`src/rtl/spike_dec_pkg.sv`:
```
// Shared types and default sizing for the spike-rate decoder.
package spike_dec_pkg;

   typedef enum logic {
      IDLE  = 1'b0,
      COUNT = 1'b1
   } state_e;

   localparam int DEF_WINDOW_LOG2 = 8;
   localparam int DEF_COUNT_W     = 8;

endpackage

```
`src/rtl/spike_sat_counter.sv`:
```
// Saturating up-counter with synchronous clear; sum_o already includes this cycle's increment.
module spike_sat_counter
   import spike_dec_pkg::*;
#(
   parameter int W = DEF_COUNT_W
) (
   input  logic         clk,
   input  logic         rst,
   input  logic         clr_i,
   input  logic         inc_i,
   output logic [W-1:0] sum_o
);

   localparam logic [W-1:0] CNT_MAX = '1;

   logic [W-1:0] cnt_q;
   logic [W-1:0] cnt_d;

   always_comb begin
      if (cnt_q == CNT_MAX) begin
         sum_o = CNT_MAX;
      end else begin
         sum_o = cnt_q + W'(inc_i);
      end
      cnt_d = clr_i ? '0 : sum_o;
   end

   always_ff @(posedge clk) begin
      if (rst) begin
         cnt_q <= '0;
      end else begin
         cnt_q <= cnt_d;
      end
   end

endmodule

```
`src/rtl/spike_rate_decoder.sv`:
```
// Counts spikes per 2**WINDOW_LOG2-cycle window and offers each count through a valid/ready handshake.
// Define SPIKE_RATE_DECODER_FIRST_SPIKE_EN to also report the first-spike latency of each window.
module spike_rate_decoder
   import spike_dec_pkg::*;
#(
   parameter int WINDOW_LOG2 = DEF_WINDOW_LOG2,
   parameter int COUNT_W     = DEF_COUNT_W
) (
   input  logic                   clk,
   input  logic                   rst,
   input  logic                   ena,
   input  logic                   spike_in,
   output logic [COUNT_W-1:0]     rate_out,
   output logic                   rate_valid,
   input  logic                   rate_ready,
   output logic                   overrun
`ifdef SPIKE_RATE_DECODER_FIRST_SPIKE_EN
   ,
   output logic [WINDOW_LOG2-1:0] first_lat,
   output logic                   first_seen
`endif
);

   localparam logic [WINDOW_LOG2-1:0] WIN_MAX = '1;

   state_e                 state_q, state_d;
   logic [WINDOW_LOG2-1:0] wcnt_q, wcnt_d;
   logic [COUNT_W-1:0]     rate_q, rate_d;
   logic                   valid_q, valid_d;
   logic                   ovr_q, ovr_d;
   logic                   active;
   logic                   win_end;
   logic [COUNT_W-1:0]     spike_sum;

   // NOTE: sequential state uses <= so every register samples pre-edge values.
   always_ff @(posedge clk) begin
      if (rst) begin
         state_q <= IDLE;
      end else begin
         state_q <= state_d;
      end
   end

   // NOTE: each always_comb assigns defaults first so no path can infer a latch.
   always_comb begin
      state_d = state_q;
      case (state_q)
         IDLE:    if (ena)  state_d = COUNT;
         COUNT:   if (!ena) state_d = IDLE;
         default: state_d = IDLE;
      endcase
   end

   // A COUNT cycle with ena low is the abort edge, not a window sample.
   always_comb begin
      active  = (state_q == COUNT) && ena;
      win_end = active && (wcnt_q == WIN_MAX);
   end

   assign wcnt_d = active ? wcnt_q + 1'b1 : '0;

   spike_sat_counter #(
      .W (COUNT_W)
   ) u_spike_cnt (
      .clk   (clk),
      .rst   (rst),
      .clr_i (!active || win_end),
      .inc_i (active && spike_in),
      .sum_o (spike_sum)
   );

   always_comb begin
      rate_d  = rate_q;
      valid_d = valid_q;
      ovr_d   = ovr_q;
      if (win_end) begin
         rate_d  = spike_sum;
         valid_d = 1'b1;
         if (valid_q && !rate_ready) ovr_d = 1'b1;
      end else if (valid_q && rate_ready) begin
         valid_d = 1'b0;
      end
   end

   always_ff @(posedge clk) begin
      if (rst) begin
         wcnt_q  <= '0;
         rate_q  <= '0;
         valid_q <= 1'b0;
         ovr_q   <= 1'b0;
      end else begin
         wcnt_q  <= wcnt_d;
         rate_q  <= rate_d;
         valid_q <= valid_d;
         ovr_q   <= ovr_d;
      end
   end

   assign rate_out   = rate_q;
   assign rate_valid = valid_q;
   assign overrun    = ovr_q;

`ifdef SPIKE_RATE_DECODER_FIRST_SPIKE_EN
   logic                   run_seen_q, run_seen_d;
   logic [WINDOW_LOG2-1:0] run_lat_q, run_lat_d;
   logic                   fs_seen_q, fs_seen_d;
   logic [WINDOW_LOG2-1:0] fs_lat_q, fs_lat_d;
   logic                   win_seen;
   logic [WINDOW_LOG2-1:0] win_lat;

   // The window-end sample may itself be the first spike, so fold it in before loading.
   always_comb begin
      win_seen   = run_seen_q || (active && spike_in);
      win_lat    = run_seen_q ? run_lat_q : (spike_in ? wcnt_q : '0);
      run_seen_d = run_seen_q;
      run_lat_d  = run_lat_q;
      fs_seen_d  = fs_seen_q;
      fs_lat_d   = fs_lat_q;
      if (!active || win_end) begin
         run_seen_d = 1'b0;
         run_lat_d  = '0;
      end else if (spike_in && !run_seen_q) begin
         run_seen_d = 1'b1;
         run_lat_d  = wcnt_q;
      end
      if (win_end) begin
         fs_seen_d = win_seen;
         fs_lat_d  = win_lat;
      end
   end

   always_ff @(posedge clk) begin
      if (rst) begin
         run_seen_q <= 1'b0;
         run_lat_q  <= '0;
         fs_seen_q  <= 1'b0;
         fs_lat_q   <= '0;
      end else begin
         run_seen_q <= run_seen_d;
         run_lat_q  <= run_lat_d;
         fs_seen_q  <= fs_seen_d;
         fs_lat_q   <= fs_lat_d;
      end
   end

   assign first_seen = fs_seen_q;
   assign first_lat  = fs_lat_q;
`endif

endmodule

```
`config.mk`:
```
export PLATFORM = sky130hd
export DESIGN_NAME = spike_rate_decoder
export DESIGN_NICKNAME = d
export VERILOG_FILES = /design/src/rtl/spike_dec_pkg.sv /design/src/rtl/spike_sat_counter.sv /design/src/rtl/spike_rate_decoder.sv
export SDC_FILE = /design/constraint.sdc
export NUM_CORES = 1
export LEC_CHECK = 0
export ABC_AREA = 1
export ABC_CLOCK_PERIOD_IN_PS = 1500
export CORE_MARGIN = 2
export CORE_UTILIZATION = 48
export DETAILED_ROUTE_END_ITERATION = 12
export PLACE_DENSITY = 0.81
export SLEW_MARGIN = 30
export SYNTH_ARGS = -nofsm -noshare
export SYNTH_HDL_FRONTEND = slang
export SYNTH_SLANG_ARGS = --single-unit
```
`constraint.sdc`:
```
create_clock -name clk -period 1.5 [get_ports clk]
set_clock_uncertainty 0.15 [all_clocks]
set_input_delay 0.375 -clock clk [delete_from_list [all_inputs] [get_ports clk]]
set_output_delay 0.375 -clock clk [all_outputs]
set_load 0.03 [all_outputs]
```
==> flow_summary.toml, run 1 <==
[drt]
drc = 0
routed_wl_um = 3290
wl_per_cell_um = 13.7
detail_route.vias_per_cell = 5.22
vias = 1258
drt-pass1-iter-count = 4
antenna_left = 0
drt_iter0_markers = 28

[timing]
fin_setup_tns_ns = -0.468
max_freq_mhz = 619
report.final.slew_viol_count = 0
rsz0062_at_grt = "true"
worst_slew_pin_slew_ns = 0.287
setup_viol = 10
maxSlewHeadroom_pct = 80.8
post-route-period-util_pct = 108
hold_violations = 0
setup_ws_ns = -0.115
finalCriticalPeriod_ns = 1.62

[floorplanning]
die_w_um = 54.8
die-area_um2 = 3000
core.rowCount = 18
die_h_um = 54.8
io_pins = 15
core-area_um2 = 2450
start_util_pct = 50.5

[synthesis]
synth.cell_area_um2 = 1240
synth-seq-area-share_pct = 43.6
syn_inst = 174
ys_types = 19
syn_area_per_cell_um2 = 7.12
ys_ff_latch = 27
syn_nets = 182
ys_warn_count = 0

[clock_network]
cts_tree = "yes"
cts_made_buffers = 3
clock-sinks = 27
cts_buffer_depth = 2
path_clk_slew_ns = 0.15
root_buffer = "clkbuf_4"
clk_latency_ns = 0.33
cts-htree-levels = 1

[power]
leakagePower_nw = 0.689
peakVddDrop_mv = 0.869
p_per_area_nw_per_um2 = 626

[setup_path]
critPathKind = "register to register"
path_max_fanout = 3
startpoint = "state_q$_SDFF_PP0_"
crit_path_end_kind = "register"
cp.arrival_ns = 1.72
setup.worst_path.start_class = "register"
ff2ff_setup_slack_ns = -0.12
critPathRequiredTime_ns = 1.60
r2r-start = "state_q$_SDFF_PP0_"

[layout]
drive_gt1_share_pct = 34.6
syn_to_final_growth_pct = 41.1
fin_nets = 220
num_antenna_cells = 0

[grt]
grt.overflow.total = 0
grt_antenna_before_repair = 0
grt_pass1_wl_um = 4860
grt_max_degree = 17
grt_pass1_vias = 1161
track_usage_pct = 23.3

[worst_hold_path]
min_path_type = "register to register"
min_from = "wcnt_q[7]$_SDFF_PP0_"

[placed_design]
place.gp.congestion = 0.805
hpwlAfterDp_um = 1990
port_buffers = 14
pre_cts_ws_ns = -0.727

[status]
violations = "setup timing"
status = "finished with violations"

[flow_run]
maxCapViolations = 0
[final cells by class]
class	count	area (µm²)
Multi-Input combinational cell	118	744
Fill cell	171	707
Sequential cell	27	547
Timing Repair Buffer	32	273
Inverter	30	116
Tap cell	30	37.5
Clock buffer	3	22.5
Clock inverter	1	7.51
[final timing paths]
path	cells past startpoint	to
setup / recovery	10	rate_out[7]$_SDFFE_PP0P_
hold / removal	2	wcnt_q[7]$_SDFF_PP0_
setup reg to reg	10	rate_out[7]$_SDFFE_PP0P_
hold reg to reg	2	wcnt_q[7]$_SDFF_PP0_
[report_power, final]
| group | switching (W) | total (W) | internal, W |
|---|---|---|---|
| clock | 0.000223 | 0.000325 | 0.000102 |
| combinational | 0.0000263 | 0.0000475 | 0.0000213 |
| sequential | 0.00000288 | 0.000722 | 0.000719 |
| total | 0.000252 | 0.00109 | 0.000843 |
[layout by cell type (no fill, tap or decap), drive strengths merged]
| cell type | n |
|---|---|
| xor2 | 1 |
| nand3 | 17 |
| nand2 | 41 |
| ha | 3 |
| clkbuf | 3 |
| and3 | 1 |
| inv | 29 |
| clkinvlp | 2 |
| nor2 | 36 |
| clkdlybuf4s50 | 2 |
| o21ai | 5 |
| a31oi | 5 |
| dfxtp | 27 |
| nor3 | 1 |
| buf | 28 |
| dlygate4sd2 | 2 |
| a21oi | 7 |
| nor3b | 1 |
[cell usage after synthesis]
| library cell | n | area (µm²) |
|---|---|---|
| nor3_1 | 1 | 5.00 |
| ha_1 | 3 | 37.5 |
| nor2_1 | 31 | 116 |
| dfxtp_1 | 27 | 541 |
| nand2_1 | 38 | 143 |
| a31oi_1 | 5 | 31.3 |
| nand3_1 | 12 | 60.1 |
| a21oi_1 | 7 | 35.0 |
| nand3_2 | 1 | 10.0 |
| xor2_1 | 1 | 8.76 |
| inv_1 | 30 | 113 |
| buf_6 | 2 | 22.5 |
| nor2_2 | 3 | 18.8 |
| nand3_4 | 1 | 17.5 |
| and3_1 | 1 | 6.26 |
| nand2_2 | 3 | 18.8 |
| o21ai_0 | 5 | 25.0 |
| nor2_4 | 2 | 22.5 |
| nor3b_1 | 1 | 7.51 |
[routing by layer]
| layer | vias to the layer above | wire (µm) | track usage, % |
|---|---|---|---|
| li1 | 619 | - | - |
| met5 | - | 0 | 0 |
| met3 | 18 | 139 | 5.19 |
| met1 | 575 | 1290 | 24.4 |
| met4 | 0 | 128 | 11.3 |
| met2 | 46 | 1740 | 43.1 |
[critical path: stages, from the launching register on]
cell     delay, ns
dfxtp_4       0.40
nand2_8       0.05
nor2_4        0.11
ha_4          0.17
inv_1         0.05
nor2_2        0.15
nand2_1       0.12
nand2_2       0.10
nand3_1       0.10
nor2_2        0.11
nor2_1        0.04
[state kept, by name, indices dropped and copies added, names as in the netlist]
signal             cells
rate_out               8
overrun                1
rate_valid             1
wcnt_q                 8
state_q                1
u_spike_cnt.cnt_q      8
[metrics by stage]
step	util [%]	instances	power [W]	hold slack, ns	instance area [µm²]
floorplan	-	174	0.000754	0.268	1290
global placement	61.4	227	0.000776	0.279	1510
detailed placement	61.4	227	0.000777	0.296	1510
CTS	65.8	235	0.00110	0.307	1620
global route	71.2	241	0.00113	0.343	1750
finish	71.2	241	0.00109	0.326	1750
[cell families (layout without fill, tap and decap cells)]
group,count (synthesis),in the layout,share of synthesized area [%]
simple gates,94,97,34.3
xor+xnor,1,1,0.707
fa+ha+maj,3,3,3.03
flops,27,27,43.6
buf+inv,32,66,10.9
compound gates,17,17,7.37
[what timing repair did]
| item | 4_1_cts | 5_1_grt |
|---|---|---|
| gates resized for setup | 14 | 20 |
| setup endpoints to repair | 18 | 19 |
| hold buffers | 0 | 0 |
| cloned | 2 | 1 |
| pin swaps | 7 | 4 |
| buffers inserted | 2 | 5 |
Power figures use the tool's default switching activity.
==> inputs of run 2 (changes only) <==
--- a/config.mk
+++ b/config.mk
@@ -8,9 +8,10 @@
 export ABC_AREA = 1
 export ABC_CLOCK_PERIOD_IN_PS = 1500
 export CORE_MARGIN = 2
-export CORE_UTILIZATION = 48
+export CORE_UTILIZATION = 50
+export CTS_BUF_LIST = sky130_fd_sc_hd__clkbuf_8
 export DETAILED_ROUTE_END_ITERATION = 12
-export PLACE_DENSITY = 0.81
+export PLACE_DENSITY = 0.84
 export SLEW_MARGIN = 30
 export SYNTH_ARGS = -nofsm -noshare
 export SYNTH_HDL_FRONTEND = slang
==> run 2 against run 1 <==
The run still ends with setup timing left. Combinational power down 11%. Largest power group unchanged. Critical path depth is the same. Hold slack got worse by 0.011 ns. First-iteration DRC count fell by 25%. Utilization shrank 0.95 points. Sequential power about the same. Non-clock buffer count down 4. Die area shrank 3.7%. Count of clock-buffer cells in the layout is the same. Register-to-register slack improved by 0.06 ns. Critical endpoint is now rate_out[4]$_SDFFE_PP0P_. Largest cell class unchanged. Cell area decreased by 3.2%.
==> flow_summary.toml, run 2 (synthesis results as in run 1) <==
[grt]
grt.overflow.total = 0
grt_busiest_layer = "met2"
grt_pass1_wl_um = 4160
grt_use_met1_pct = 23.4
grt_max_degree = 16
grt_antenna_before_repair = 0
gr-usage-met2_pct = 35.2
track_usage_pct = 20.7
grt_pass1_vias = 991
grt_use_met3_pct = 6.67

[setup_path]
crit_path_end_kind = "register"
cp.arrival_ns = 1.59
reg2reg_depth = 10
path_max_fanout = 4
critPathKind = "register to register"
setup.worst_path.start_class = "register"
ff2ff_setup_slack_ns = -0.06
critPathRequiredTime_ns = 1.53

[clock_network]
cts_buffer_depth = 2
hold_buffers = 0
cts_made_buffers = 3
root_buffer = "clkbuf_8"
cts-htree-levels = 1
path_clk_slew_ns = 0.09
clk_latency_ns = 0.28
cts_tree = "yes"
clock-sinks = 27

[layout]
syn_to_final_growth_pct = 36.7
postLayoutCellArea_um2 = 1690
drive_gt1_share_pct = 30.0
final_cell_mix = "nand2_1 (34), inv_1 (28), nor2_1 (27)"
num_antenna_cells = 0
fillCellCount = 170
mostFrequentLayoutCell = "nand2_1"
fin_nets = 216

[timing]
post-route-period-util_pct = 104
whs_ns = 0.315
hold_violations = 0
setup_ws_ns = -0.0560
setup_viol = 3
rsz0062_at_grt = "true"
maxSlewHeadroom_pct = 80.2
report.final.slew_viol_count = 0
finalCriticalPeriod_ns = 1.56
max_freq_mhz = 643
worst_slew_pin_slew_ns = 0.296

[placed_design]
hpwlAfterDp_um = 1840
port_buffers = 14
place.gp.congestion = 0.836
placed_cell_area_um2 = 1490

[worst_hold_path]
whs_path_depth = 3
min_path_type = "input pin to register"

[floorplanning]
die_h_um = 53.8
core.rowCount = 18
core-area_um2 = 2410
die-area_um2 = 2890
die_w_um = 53.8
start_util_pct = 51.4
io_pins = 15

[status]
violations = "setup timing"
status = "finished with violations"

[drt]
drc = 0
drt-pass1-iter-count = 4
vias = 1171
antenna_left = 0
drt_iter0_markers = 21
routed_wl_um = 2810
wl_per_cell_um = 11.8
detail_route.vias_per_cell = 4.94

[flow_run]
maxCapViolations = 0

[power]
peakVddDrop_mv = 0.825
p_per_area_nw_per_um2 = 693
leakagePower_nw = 0.713
-- run 2: cell count changes in the layout (fill, tap and decap cells not counted), moves of 3 or more --
cell / change
nand2_1: +4
clkbuf_4: -3
clkbuf_8: +3
nand2_2: -5
buf_4: -5
buf_6: +3
nor2_1: +3
-- run 2: layout make-up --
type	count	area [µm²]	area share [%]
multi-input cells	118	718	42.4
flip-flops and latches	27	547	32.3
repair buffers	28	231	13.7
inverters	30	113	6.65
clock buffers	3	41.3	2.44
well taps	30	37.5	2.22
clock inverters	1	5.00	0.296
-- run 2: metrics by stage --
step	cells	TNS (ns)	utilization, %	setup slack (ns)	total power, W
floorplan	174	-0.00363	-	-0.00363	0.000754
global placement	224	-11.97	61.6	-0.669	0.000776
detailed placement	224	-12.76	61.6	-0.748	0.000777
CTS	234	-0.0762	67.1	-0.0343	0.00118
global route	237	-0.835	70.2	-0.128	0.00122
finish	237	-0.0808	70.2	-0.0560	0.00117
-- run 2: timing repair --
| item | 4_1_cts | 5_1_grt |
|---|---|---|
| buffers inserted | 3 | 3 |
| endpoints found under the setup margin | 26 | 19 |
| pin swaps | 5 | 7 |
| cloned | 3 | 0 |
| resized for setup | 16 | 14 |
| hold endpoints to repair | 0 | 0 |
-- run 2: worst max-delay path: stages (launching register included) --
cell	delay [ns]
dfxtp_4	0.37
nand2_8	0.07
nor2_4	0.04
ha_4	0.16
ha_4	0.18
nand2_4	0.07
inv_1	0.05
nand3_1	0.11
nand3_2	0.10
nor2_2	0.14
nor2_2	0.04
-- run 2: worst paths after layout --
check,startpoint,to
worst min-delay path,ena,state_q$_SDFF_PP0_
worst max-delay path,state_q$_SDFF_PP0_,rate_out[4]$_SDFFE_PP0P_
worst max register to register,state_q$_SDFF_PP0_,rate_out[4]$_SDFFE_PP0P_
worst min register to register,wcnt_q[6]$_SDFF_PP0_,wcnt_q[6]$_SDFF_PP0_
-- run 2: layer usage --
layer | vias to the layer above | part of all wire, %
met2 | 27 | 52
met1 | 528 | 42
met3 | 5 | 4.2
met5 | - | 0
met4 | 0 | 1.2
li1 | 611 | -
-- run 2: report_power, final --
part / switching [W] / total (W) / internal, W
logic: 0.0000228 / 0.0000424 / 0.0000196
clock network: 0.000223 / 0.000409 / 0.000186
registers: 0.00000314 / 0.000721 / 0.000718
total: 0.000249 / 0.00117 / 0.000924
==> inputs of run 3 (changes only) <==
--- a/config.mk
+++ b/config.mk
@@ -6,12 +6,11 @@
 export NUM_CORES = 1
 export LEC_CHECK = 0
 export ABC_AREA = 1
-export ABC_CLOCK_PERIOD_IN_PS = 1500
 export CORE_MARGIN = 2
 export CORE_UTILIZATION = 50
 export CTS_BUF_LIST = sky130_fd_sc_hd__clkbuf_8
 export DETAILED_ROUTE_END_ITERATION = 12
-export PLACE_DENSITY = 0.84
+export PLACE_DENSITY = 0.76
 export SLEW_MARGIN = 30
 export SYNTH_ARGS = -nofsm -noshare
 export SYNTH_HDL_FRONTEND = slang
==> run 3 against run 2 <==
The run still ends with setup timing left. First-iteration DRC count shrank 14%. Cell area is 1.6% lower. Die area unchanged. Final cell count did not move. Combinational power down 1%. Sequential cell count unchanged. Critical endpoint unchanged.
==> flow_summary.toml, run 3 (synthesis results as in run 1) <==
[placed_design]
pre_cts_ws_ns = -0.736
place.gp.congestion = 0.802
hpwlAfterDp_um = 1980
port_buffers = 14

[layout]
final_cell_mix = "nand2_1 (35), inv_1 (28), nor2_1 (28)"
syn_to_final_growth_pct = 34.5
fin_nets = 216
num_antenna_cells = 0
drive_gt1_share_pct = 28.0
postLayoutCoreUtil_pct = 69.2
mostFrequentLayoutCell = "nand2_1"

[timing]
post-route-period-util_pct = 104
setup_viol = 4
finalCriticalPeriod_ns = 1.56
report.final.slew_viol_count = 0
whs_ns = 0.301
setup_ws_ns = -0.0586
hold_violations = 0
worst_slew_pin_slew_ns = 0.312
rsz0062_at_grt = "true"
maxSlewHeadroom_pct = 79.2
max_freq_mhz = 642

[power]
peakVddDrop_mv = 0.779
leakagePower_nw = 0.681
p_per_area_nw_per_um2 = 704

[setup_path]
r2r-start = "state_q$_SDFF_PP0_"
crit_end = "rate_out[4]$_SDFFE_PP0P_"
startpoint = "state_q$_SDFF_PP0_"
reg2reg_depth = 9
ff2ff_setup_slack_ns = -0.06
setup.worst_path.start_class = "register"
crit_path_end_kind = "register"
critPathKind = "register to register"
critPathRequiredTime_ns = 1.54
path_max_fanout = 4
cp.arrival_ns = 1.59
r2r-end = "rate_out[4]$_SDFFE_PP0P_"

[clock_network]
cts_made_buffers = 3
hold_buffers = 0
cts_tree = "yes"
path_clk_slew_ns = 0.10
clk_latency_ns = 0.28
clock-sinks = 27
cts-htree-levels = 1
cts_buffer_depth = 2
root_buffer = "clkbuf_8"

[grt]
track_usage_pct = 20.1
grt_pass1_vias = 1033
grt.overflow.total = 0
grt_antenna_before_repair = 0
grt_pass1_wl_um = 4120
grt_max_degree = 19

[floorplanning]
core-area_um2 = 2410
start_util_pct = 51.4
core.rowCount = 18
io_pins = 15
die_w_um = 53.8
die-area_um2 = 2890
die_h_um = 53.8

[drt]
routed_wl_um = 2760
detail_route.vias_per_cell = 4.89
vias = 1159
wl_per_cell_um = 11.7
drt_iter0_markers = 18
antenna_left = 0
drt-pass1-iter-count = 4
drc = 0

[flow_run]
maxCapViolations = 0

[worst_hold_path]
min_path_type = "input pin to register"

[status]
status = "finished with violations"
violations = "setup timing"
[run 3: changes by cell type in the layout (fill, tap and decap cells not counted)]
cell     delta
nor2_1      +1
nand3_2     -2
nand2_4     -1
nor2_2      -1
nand2_1     +1
o21ai_4     -1
nand3_1     +1
o21ai_1     +1
buf_6       -2
nand3_4     +1
buf_4       +2
[run 3: stage by stage]
| step | total power, W | setup TNS (ns) | area (µm²) | std cells |
|---|---|---|---|---|
| after floorplan | 0.000754 | -0.00363 | 1290 | 174 |
| after global placement | 0.000777 | -12.55 | 1520 | 228 |
| after detailed placement | 0.000778 | -13.24 | 1520 | 228 |
| after CTS | 0.00118 | -0.125 | 1570 | 232 |
| after global routing | 0.00122 | -0.628 | 1670 | 237 |
| final | 0.00117 | -0.104 | 1670 | 237 |
[run 3: cell type report]
| class | instances | area [µm²] |
|---|---|---|
| clock buffer | 3 | 41.3 |
| clock inverter | 1 | 5.00 |
| fill | 203 | 743 |
| inverter | 30 | 113 |
| multi-input combinational | 118 | 699 |
| sequential | 27 | 547 |
| tap | 30 | 37.5 |
| timing repair buffer | 28 | 224 |
[run 3: how the worst min path moves through the flow]
stage | slack [ns] | to | cells after the start | start
final | 0.30 | state_q$_SDFF_PP0_ | 3 | ena
after global routing | 0.31 | state_q$_SDFF_PP0_ | 3 | ena
after CTS | 0.30 | state_q$_SDFF_PP0_ | 3 | ena
after detailed placement | 0.31 | wcnt_q[7]$_SDFF_PP0_ | 2 | wcnt_q[7]$_SDFF_PP0_
after global placement | 0.30 | wcnt_q[7]$_SDFF_PP0_ | 2 | wcnt_q[7]$_SDFF_PP0_
after floorplan | 0.27 | wcnt_q[0]$_SDFF_PP0_ | 1 | wcnt_q[0]$_SDFF_PP0_
[run 3: where the power goes]
group | switching [W] | internal, W
Combinational | 0.0000221 | 0.0000197
Clock | 0.000224 | 0.000186
Sequential | 0.00000291 | 0.000718
Total | 0.000249 | 0.000924
[run 3: per-layer routing]
metal	part of all wire [%]	global-route usage, %
met4	2.5	12.0
met2	53	36.6
met1	42	21.4
met3	2.1	3.33
met5	0	0
[run 3: what timing repair did]
item                       4_1_cts  5_1_grt
setup endpoints to repair       26       19
setup buffers                    0        2
gates cloned                     0        3
pin swaps                        8        7
resized for setup                9       14
[run 3: critical path: stages (launching register included)]
cell	delay [ns]
dfxtp_4	0.38
nand2_8	0.05
nor2_4	0.10
ha_4	0.16
ha_4	0.15
nand2_2	0.07
o21ai_2	0.14
nand3_1	0.11
nor2_2	0.12
nor2_2	0.04
